<file path="config.mk">
export PLATFORM = sky130hd
export DESIGN_NAME = riscv_sys_bus
export DESIGN_NICKNAME = d
export VERILOG_FILES = /design/src/rtl/riscv_sys_bus.sv
export SDC_FILE = /design/constraint.sdc
export NUM_CORES = 1
export LEC_CHECK = 0
export BUFFER_PORTS_ARGS = -buffer_cell sky130_fd_sc_hd__buf_4
export CELL_PAD_IN_SITES_DETAIL_PLACEMENT = 1
export CELL_PAD_IN_SITES_GLOBAL_PLACEMENT = 1
export CORE_MARGIN = 1
export CORE_UTILIZATION = 31
export DETAILED_ROUTE_END_ITERATION = 8
export PLACE_DENSITY_LB_ADDON = 0.1
export SLEW_MARGIN = 20
export SYNTH_ARGS = -nofsm -noshare
export SYNTH_HDL_FRONTEND = slang
export SYNTH_SLANG_ARGS = --single-unit
</file>
<file path="constraint.sdc">
create_clock -name clk_i -period 2.9 [get_ports clk_i]
set_input_delay 0.29 -clock clk_i [delete_from_list [all_inputs] [get_ports clk_i]]
set_output_delay 0.29 -clock clk_i [all_outputs]
set_load 0.1 [all_outputs]
</file>
<file path="src/rtl/riscv_sys_bus.sv">
// riscv_sys_bus: single-outstanding system-bus interconnect between the LSU memory port and
// N_SLV memory-mapped slaves. Slave k owns the 16 MiB window selected by addr[31:24] == k.
// Unmapped addresses and slaves that miss the TIMEOUT window complete with err_o and ERR_RDATA.
//
// Ports:
//   clk_i, rst_i             clock, synchronous active-high reset
//   req_i/we_i/be_i/addr_i/wd_i  master request, sampled only while idle
//   rd_o/ready_o/err_o       completion: read data, one-cycle ready pulse, error flag
//   err_cnt_o                saturating count of error completions
//   slv_req_o                one-hot request to the selected slave
//   slv_we_o/be_o/addr_o/wd_o  latched request fields broadcast to all slaves
//   slv_rd_i/slv_ready_i     per-slave read data (32 bits each) and ready
// All outputs come straight from flops.
module riscv_sys_bus #(
  parameter int unsigned N_SLV     = 4,
  parameter int unsigned TIMEOUT   = 16,
  parameter logic [31:0] ERR_RDATA = 32'hDEAD_BEEF
) (
  input  logic                  clk_i,
  input  logic                  rst_i,
  input  logic                  req_i,
  input  logic                  we_i,
  input  logic [3:0]            be_i,
  input  logic [31:0]           addr_i,
  input  logic [31:0]           wd_i,
  output logic [31:0]           rd_o,
  output logic                  ready_o,
  output logic                  err_o,
  output logic [7:0]            err_cnt_o,
  output logic [N_SLV-1:0]      slv_req_o,
  output logic                  slv_we_o,
  output logic [3:0]            slv_be_o,
  output logic [31:0]           slv_addr_o,
  output logic [31:0]           slv_wd_o,
  input  logic [32*N_SLV-1:0]   slv_rd_i,
  input  logic [N_SLV-1:0]      slv_ready_i
);

  localparam int unsigned TimerW = $clog2(TIMEOUT + 1);

  typedef enum logic [1:0] {StIdle, StWait, StDone, StErr} state_e;

  state_e              state_q, state_d;
  logic [7:0]          idx_q, idx_d;
  logic [TimerW-1:0]   timer_q, timer_d;
  logic [31:0]         rd_q, rd_d;
  logic                ready_q, ready_d;
  logic                err_q, err_d;
  logic [7:0]          err_cnt_q, err_cnt_d;
  logic [N_SLV-1:0]    slv_req_q, slv_req_d;
  logic                we_q, we_d;
  logic [3:0]          be_q, be_d;
  logic [31:0]         addr_q, addr_d;
  logic [31:0]         wd_q, wd_d;

  logic                sel_ready;
  logic [31:0]         sel_rd;
  logic                mapped;

  // Only the latched index is consulted, so ready from any other slave never matters.
  always_comb begin
    sel_ready = 1'b0;
    sel_rd    = '0;
    for (int unsigned k = 0; k < N_SLV; k++) begin
      if (idx_q == 8'(k)) begin
        sel_ready = slv_ready_i[k];
        sel_rd    = slv_rd_i[32*k +: 32];
      end
    end
  end

  assign mapped = {24'd0, addr_i[31:24]} < N_SLV;

  always_comb begin
    state_d   = state_q;
    idx_d     = idx_q;
    timer_d   = timer_q;
    rd_d      = rd_q;
    ready_d   = 1'b0;
    err_d     = 1'b0;
    err_cnt_d = err_cnt_q;
    slv_req_d = slv_req_q;
    we_d      = we_q;
    be_d      = be_q;
    addr_d    = addr_q;
    wd_d      = wd_q;

    unique case (state_q)
      StIdle: begin
        if (req_i) begin
          we_d   = we_i;
          be_d   = be_i;
          addr_d = {8'h00, addr_i[23:0]};
          wd_d   = wd_i;
          idx_d  = addr_i[31:24];
          if (mapped) begin
            state_d = StWait;
            timer_d = '0;
            for (int unsigned k = 0; k < N_SLV; k++) begin
              slv_req_d[k] = (addr_i[31:24] == 8'(k));
            end
          end else begin
            state_d   = StErr;
            ready_d   = 1'b1;
            err_d     = 1'b1;
            rd_d      = ERR_RDATA;
            err_cnt_d = (err_cnt_q == 8'hFF) ? err_cnt_q : err_cnt_q + 8'd1;
          end
        end
      end
      StWait: begin
        // Ready is checked before the timer so a last-cycle ready completes cleanly.
        if (sel_ready) begin
          state_d   = StDone;
          rd_d      = sel_rd;
          ready_d   = 1'b1;
          slv_req_d = '0;
        end else if (timer_q == TimerW'(TIMEOUT - 1)) begin
          state_d   = StErr;
          ready_d   = 1'b1;
          err_d     = 1'b1;
          rd_d      = ERR_RDATA;
          slv_req_d = '0;
          err_cnt_d = (err_cnt_q == 8'hFF) ? err_cnt_q : err_cnt_q + 8'd1;
        end else begin
          timer_d = timer_q + TimerW'(1);
        end
      end
      StDone:  state_d = StIdle;
      StErr:   state_d = StIdle;
      default: state_d = StIdle;
    endcase
  end

  always_ff @(posedge clk_i) begin
    if (rst_i) begin
      state_q   <= StIdle;
      idx_q     <= '0;
      timer_q   <= '0;
      rd_q      <= '0;
      ready_q   <= 1'b0;
      err_q     <= 1'b0;
      err_cnt_q <= '0;
      slv_req_q <= '0;
      we_q      <= 1'b0;
      be_q      <= '0;
      addr_q    <= '0;
      wd_q      <= '0;
    end else begin
      state_q   <= state_d;
      idx_q     <= idx_d;
      timer_q   <= timer_d;
      rd_q      <= rd_d;
      ready_q   <= ready_d;
      err_q     <= err_d;
      err_cnt_q <= err_cnt_d;
      slv_req_q <= slv_req_d;
      we_q      <= we_d;
      be_q      <= be_d;
      addr_q    <= addr_d;
      wd_q      <= wd_d;
    end
  end

  assign rd_o       = rd_q;
  assign ready_o    = ready_q;
  assign err_o      = err_q;
  assign err_cnt_o  = err_cnt_q;
  assign slv_req_o  = slv_req_q;
  assign slv_we_o   = we_q;
  assign slv_be_o   = be_q;
  assign slv_addr_o = addr_q;
  assign slv_wd_o   = wd_q;

endmodule

</file>
* After elaboration in Yosys (flattened, before gate mapping) *
Index checks and enable logic that the tools add are counted.
Widths: inputs -> output; s select.

storage, ports and cells
  input bits = 204
  output and inout bits = 115
  word-level logic and storage cells = 85
  register bits = 122

cells by class
  muxes and demuxes = 41
  reduce and logical (&&, ||, !) cells = 11
  eq/ne operators = 18
  order comparisons = 1
  $add $sub $neg = 2

operators by type and width
  cell                 number
  $mux 32              8
  $pmux 32 s2          1
  $mux 8               5
  $eq 8x2->1 const B   4
  $mux 5               4
  $eq 8x1->1 const B   2
  $logic_not 8->1      2
  $mux 4               4
  $pmux 8 s2           1
  $ne 2x2->1 const B   6
  $pmux 5 s2           1
  $reduce_and 5->1     2
  $mux 1               9
  $add 8x1->8 const B  1
  $eq 8x8->1 const B   1
  $lt 8x3->1 const B   1
  $mux 2               4
  $pmux 4 s2           1
  $reduce_and 4->1     2
  $pmux 2 s3           1
  $add 5x1->5 const B  1
  $eq 5x4->1 const B   1
  $eq 2x2->1 const B   2
  $pmux 1 s2           2
  other kinds (6)      7

* Depth between registers and ports, before layout *
  depth after elaboration = 7
  gate-level depth with buffers = 9

* Least setup slack after synthesis *
No wires, ideal clock.

  kind = reg-to-reg
  start point = reg err_cnt_q[0], in the netlist err_cnt_o[0]
  end point = reg err_cnt_q[7], in the netlist err_cnt_o[7]
  arrival = 2.367 ns
  library setup time = 0.070 ns
  cell stages (with the launch flop) = 8
  path buffers = 1
  setup slack = 0.462 ns
  cell sequence = dfxtp_1 > ha_1 > and3_1 > a211o_1 > a21o_1 > buf_6 > or4_1 > a21oi_1

on the way
  word-level cells in the longest chain between the ends = 5
  elaborated cells between the ends (all ways) = 8
  classes of those cells = add/sub: 1; eq/ne: 1; mux: 6

ends and longest elaborated chain
  element                                           RTL line  source
  start: declaration                                49        logic [7:0] err_cnt_q, err_cnt_d;
  start signal: assignment                          156       err_cnt_q <= err_cnt_d;
  $add 8x1->8 / $eq 8x8->1 (equally long branches)  107, 124
  $mux 8 *                                          107, 124
  $mux 8, on equally long branches                  118, 96
  $mux 8, on equally long branches                  113, 90
  $pmux 8 s2 *                                      88        unique case (state_q)

Mark *: on every way between the ends. The rest lies on a longest branch, timed or not. The select of a mux whose other input is x is not followed.
A chain may end at the register's enable or synchronous reset.

* Final worst setup path *
  start point = reg timer_q[0]
  end point = reg err_cnt_q[7], in the netlist err_cnt_o[7]

on the way
  word-level cells in the longest chain between the ends = 3

ends and longest elaborated chain
  element                            RTL line  source
  start: declaration                 45        logic [TimerW-1:0] timer_q, timer_d;
  start signal: assignment           152       timer_q <= timer_d;
  $eq 5x4->1                         118       end else if (timer_q == TimerW'(TIMEOUT - 1)) begin
  $ne 2x2->1 (no source line)        -
  $reduce_and 5->1 (no source line)  -

No other way between the ends.

==> impl_metrics.py <==
metrics = {
    "grt": {
        "gr-total-overflow": 0,
        "grt.total_usage_pct": 21.61,
        "grt_max_degree": 66,
        "grt_pass1_wl_mm": 29.68,
        "antenna_found_initial": 0,
        "grt_pass1_vias": 5658,
    },
    "clock_tree": {
        "clk_pin_slew_ps": 60,
        "cts_setup_buffers": 0,
        "cts_resized": 0,
        "cts_inserted_buffers": 17,
        "clkSinkCount": 122,
        "htree_levels": 4,
        "cts_buffer_depth": 2,
        "holdBufCountCts": 0,
        "clockRootBuffer": "clkbuf_16",
        "cts_tree": "yes",
        "clock_latency_ps": 410,
    },
    "timing": {
        "setup_viol": 0,
        "clock.fmax_mhz": 449.7,
        "worstMarginPinSlew_ps": 696.7,
        "slew_headroom_pct": 53.55,
        "tns_ps": 0,
        "hold_viol": 0,
        "skew_ps": 7.653,
        "finalMaxSlewViolations": 0,
        "rsz0062_at_grt": "false",
        "post-route-min-period_ps": 2224,
        "finalCritPeriodShare_pct": 76.68,
    },
    "placed_design": {
        "post-dp-hpwl_mm": 14.51,
        "globalplace.congestion": 0.7959,
        "portBuffers": 310,
    },
    "die": {
        "pin_count": 319,
        "rows": 47,
        "die_w_um": 133.1,
        "dieHeight_um": 133.1,
        "die-area_mm2": 0.01771,
        "start_util_pct": 31.89,
        "core_mm2": 0.01670,
    },
    "hold_path": {
        "hp-class": "input port to flip-flop",
        "hp-start": "addr_i[21]",
        "hold_depth": 3,
        "min_to": "slv_addr_o[21]$_SDFFE_PP0P_",
    },
    "power": {
        "power_density_mw_per_mm2": 684.6,
        "leakage_nw": 3.685,
        "p_int_w": 0.003661,
        "power_frac_comb_pct": 31.1,
        "total_power_w": 0.005759,
        "netSwitchingPower_w": 0.002097,
        "swShare_pct": 36.42,
        "pwr-share-seq_pct": 32.7,
        "power.share.clock_pct": 36.2,
        "ir_drop_mv": 0.4015,
    },
    "cells_and_area": {
        "area_delta_synth_final_pct": 57.93,
        "n_antenna_cell": 0,
        "drive_gt1_share_pct": 48.45,
        "fill_cells": 1941,
        "finalNetCount": 1063,
    },
    "flow_run": {
        "maxCapViolCount": 0,
    },
    "route": {
        "avgViaCountPerCell": 4.973,
        "drt-total-wl_mm": 19.11,
        "postRouteAntennaNets": 0,
        "drtPass1Iterations": 4,
        "vias": 5416,
        "route.detailed.drc": 0,
        "drt_iter0_drc": 168,
        "wl_per_cell_um": 17.54,
    },
    "logic_synthesis": {
        "yosysSeqAreaShare_pct": 45.85,
        "syn_inst": 561,
        "yosys.area_share.simple_pct": 15.72,
        "ys_warn_count": 0,
        "synthMuxAreaShare_pct": 15.69,
        "synth_top_family_by_area": "compound AO/OA/AOI/OAI gates",
        "synth_compound_gate_area_share_pct": 16.70,
        "synth.distinct_cells": 46,
        "synth_enable_flop_cells": 0,
        "syn_area_mm2": 0.005326,
        "ys_seq_elements": 122,
        "synthFlopType": "dfxtp_1",
        "synth-xor-area-share_pct": 0.3289,
        "synthArstFlopShare_pct": 0,
        "synthAdderAreaFrac_pct": 0.7047,
        "avgSynthCellArea_um2": 9.494,
    },
    "critical_path": {
        "r2r_cells": 8,
        "r2r-start": "timer_q[0]$_SDFFE_PP0P_",
        "path_class": "flip-flop to flip-flop",
        "arrival_ps": 2570,
        "cp-start-kind": "flip-flop",
        "end_kind": "flip-flop",
        "reg2reg_to": "err_cnt_o[7]$_SDFFE_PP0P_",
        "critPathMaxFanout": 8,
        "cp.required_ps": 3240,
        "rrSetupSlack_ps": 680,
    },
    "status": {
        "status": "complete, no violations",
    },
}
registers in the layout (all words and copies together), names as in the netlist:
register	flops
rd_o	32
slv_wd_o	32
slv_addr_o	24
err_cnt_o	8
idx_q	8
timer_q	5
slv_be_o	4
slv_req_o	4
state_q	2
err_o	1
ready_o	1
slv_we_o	1
cell families after synthesis:
kind of cell / Yosys count
multiplexers: 42
buffers and inverters: 58
other: 1
adder cells (fa/ha/maj): 3
XOR/XNOR: 2
flip-flops: 122
AND/OR/NAND/NOR: 205
AO/OA/AOI/OAI: 128
synthesized netlist by cell type (all sizes together) (2+ instances only):
cell	count	area [um2]
nor2	27	101.4
nor2b	3	18.77
o221a	24	270.3
inv	6	22.52
and3	2	12.51
nor4	3	18.77
a21o	3	22.52
a22oi	8	60.06
a21oi	75	379.1
dfxtp	122	2442
buf	12	90.09
mux4	33	743.2
a31oi	2	12.51
or2	2	12.51
a311oi	2	17.52
ha	3	37.54
clkbuf	40	150.1
mux2i	7	70.07
nand3	5	25.02
a31o	4	35.04
nand4	3	18.77
nand2b	4	25.02
mux2	2	22.52
nor3	2	10.01
nand2	150	563.0
critical path, stage by stage, from the launching register on:
cell and delay, ps:
dfxtp_1 370, ha_1 200, and3_1 170, ha_1 210, nor2b_1 90, a211o_1 220, a21o_1 260, or4_1 500
a21oi_1 150
routing by layer:
metal	share of wire, %	GRT usage (%)	wire length (um)	vias up
met2	52	38.98	9923	227
met5	0	0	0	-
li1	-	-	-	2577
met1	38	23.78	7343	2592
met3	8.2	7.126	1576	20
met4	1.4	6.833	261	0
metrics by stage:
step	hold WS, ps	cells	area, um2	worst slack, ps	utilization (%)
global route	112.3	1089	8412	523.5	50.37
global placement	441.6	1057	7812	569.6	46.78
CTS	107.7	1089	8403	388.8	50.31
finish	123.5	1089	8412	676.3	50.37
floorplan	426.0	568	5353	462.1	-
detailed placement	447.9	1057	7812	428.7	46.78
power by group through the flow:
| stage | clock network [W] | logic [W] | registers, W |
|---|---|---|---|
| floorplan | 0 | 0.000470 | 0.00272 |
| global placement | 0 | 0.00177 | 0.00191 |
| detailed placement | 0 | 0.00180 | 0.00192 |
| CTS | 0.00214 | 0.00180 | 0.00189 |
| global route | 0.00223 | 0.00187 | 0.00190 |
| finish | 0.00209 | 0.00179 | 0.00188 |
worst max path at each step:
stage | startpoint | to | slack [ps] | cells after the start
floorplan | err_cnt_o[0]$_SDFFE_PP0P_ | err_cnt_o[7]$_SDFFE_PP0P_ | 460 | 7
global placement | timer_q[0]$_SDFFE_PP0P_ | rd_o[21]$_SDFFE_PP0P_ | 570 | 6
detailed placement | timer_q[0]$_SDFFE_PP0P_ | rd_o[7]$_SDFFE_PP0P_ | 430 | 6
CTS | timer_q[0]$_SDFFE_PP0P_ | rd_o[15]$_SDFFE_PP0P_ | 390 | 6
global route | timer_q[0]$_SDFFE_PP0P_ | err_cnt_o[4]$_SDFFE_PP0P_ | 520 | 8
finish | timer_q[0]$_SDFFE_PP0P_ | err_cnt_o[7]$_SDFFE_PP0P_ | 680 | 8
area by class of cell:
cell class	instances	area, um2	area share (%)
inverter	6	22.52	0.2677
clock inverter	11	120.1	1.428
multi-input combinational	388	2670	31.74
sequential	122	2444	29.05
clock buffer	21	470.5	5.593
tap	220	275.3	3.272
timing repair buffer	321	2410	28.65
cell usage in the layout, fill, tap and decap left out, types with 4 or more instances in the layout:
master	count
buf_4	321
nand2_1	150
dfxtp_1	121
a21oi_1	74
mux4_2	33
nor2_1	26
o221a_2	24
clkbuf_16	17
a22oi_1	8
conb_1	8
mux2i_1	7
inv_1	6
clkinvlp_4	6
nand3_1	5
nand2b_1	4
Power figures use the tool's default switching activity.
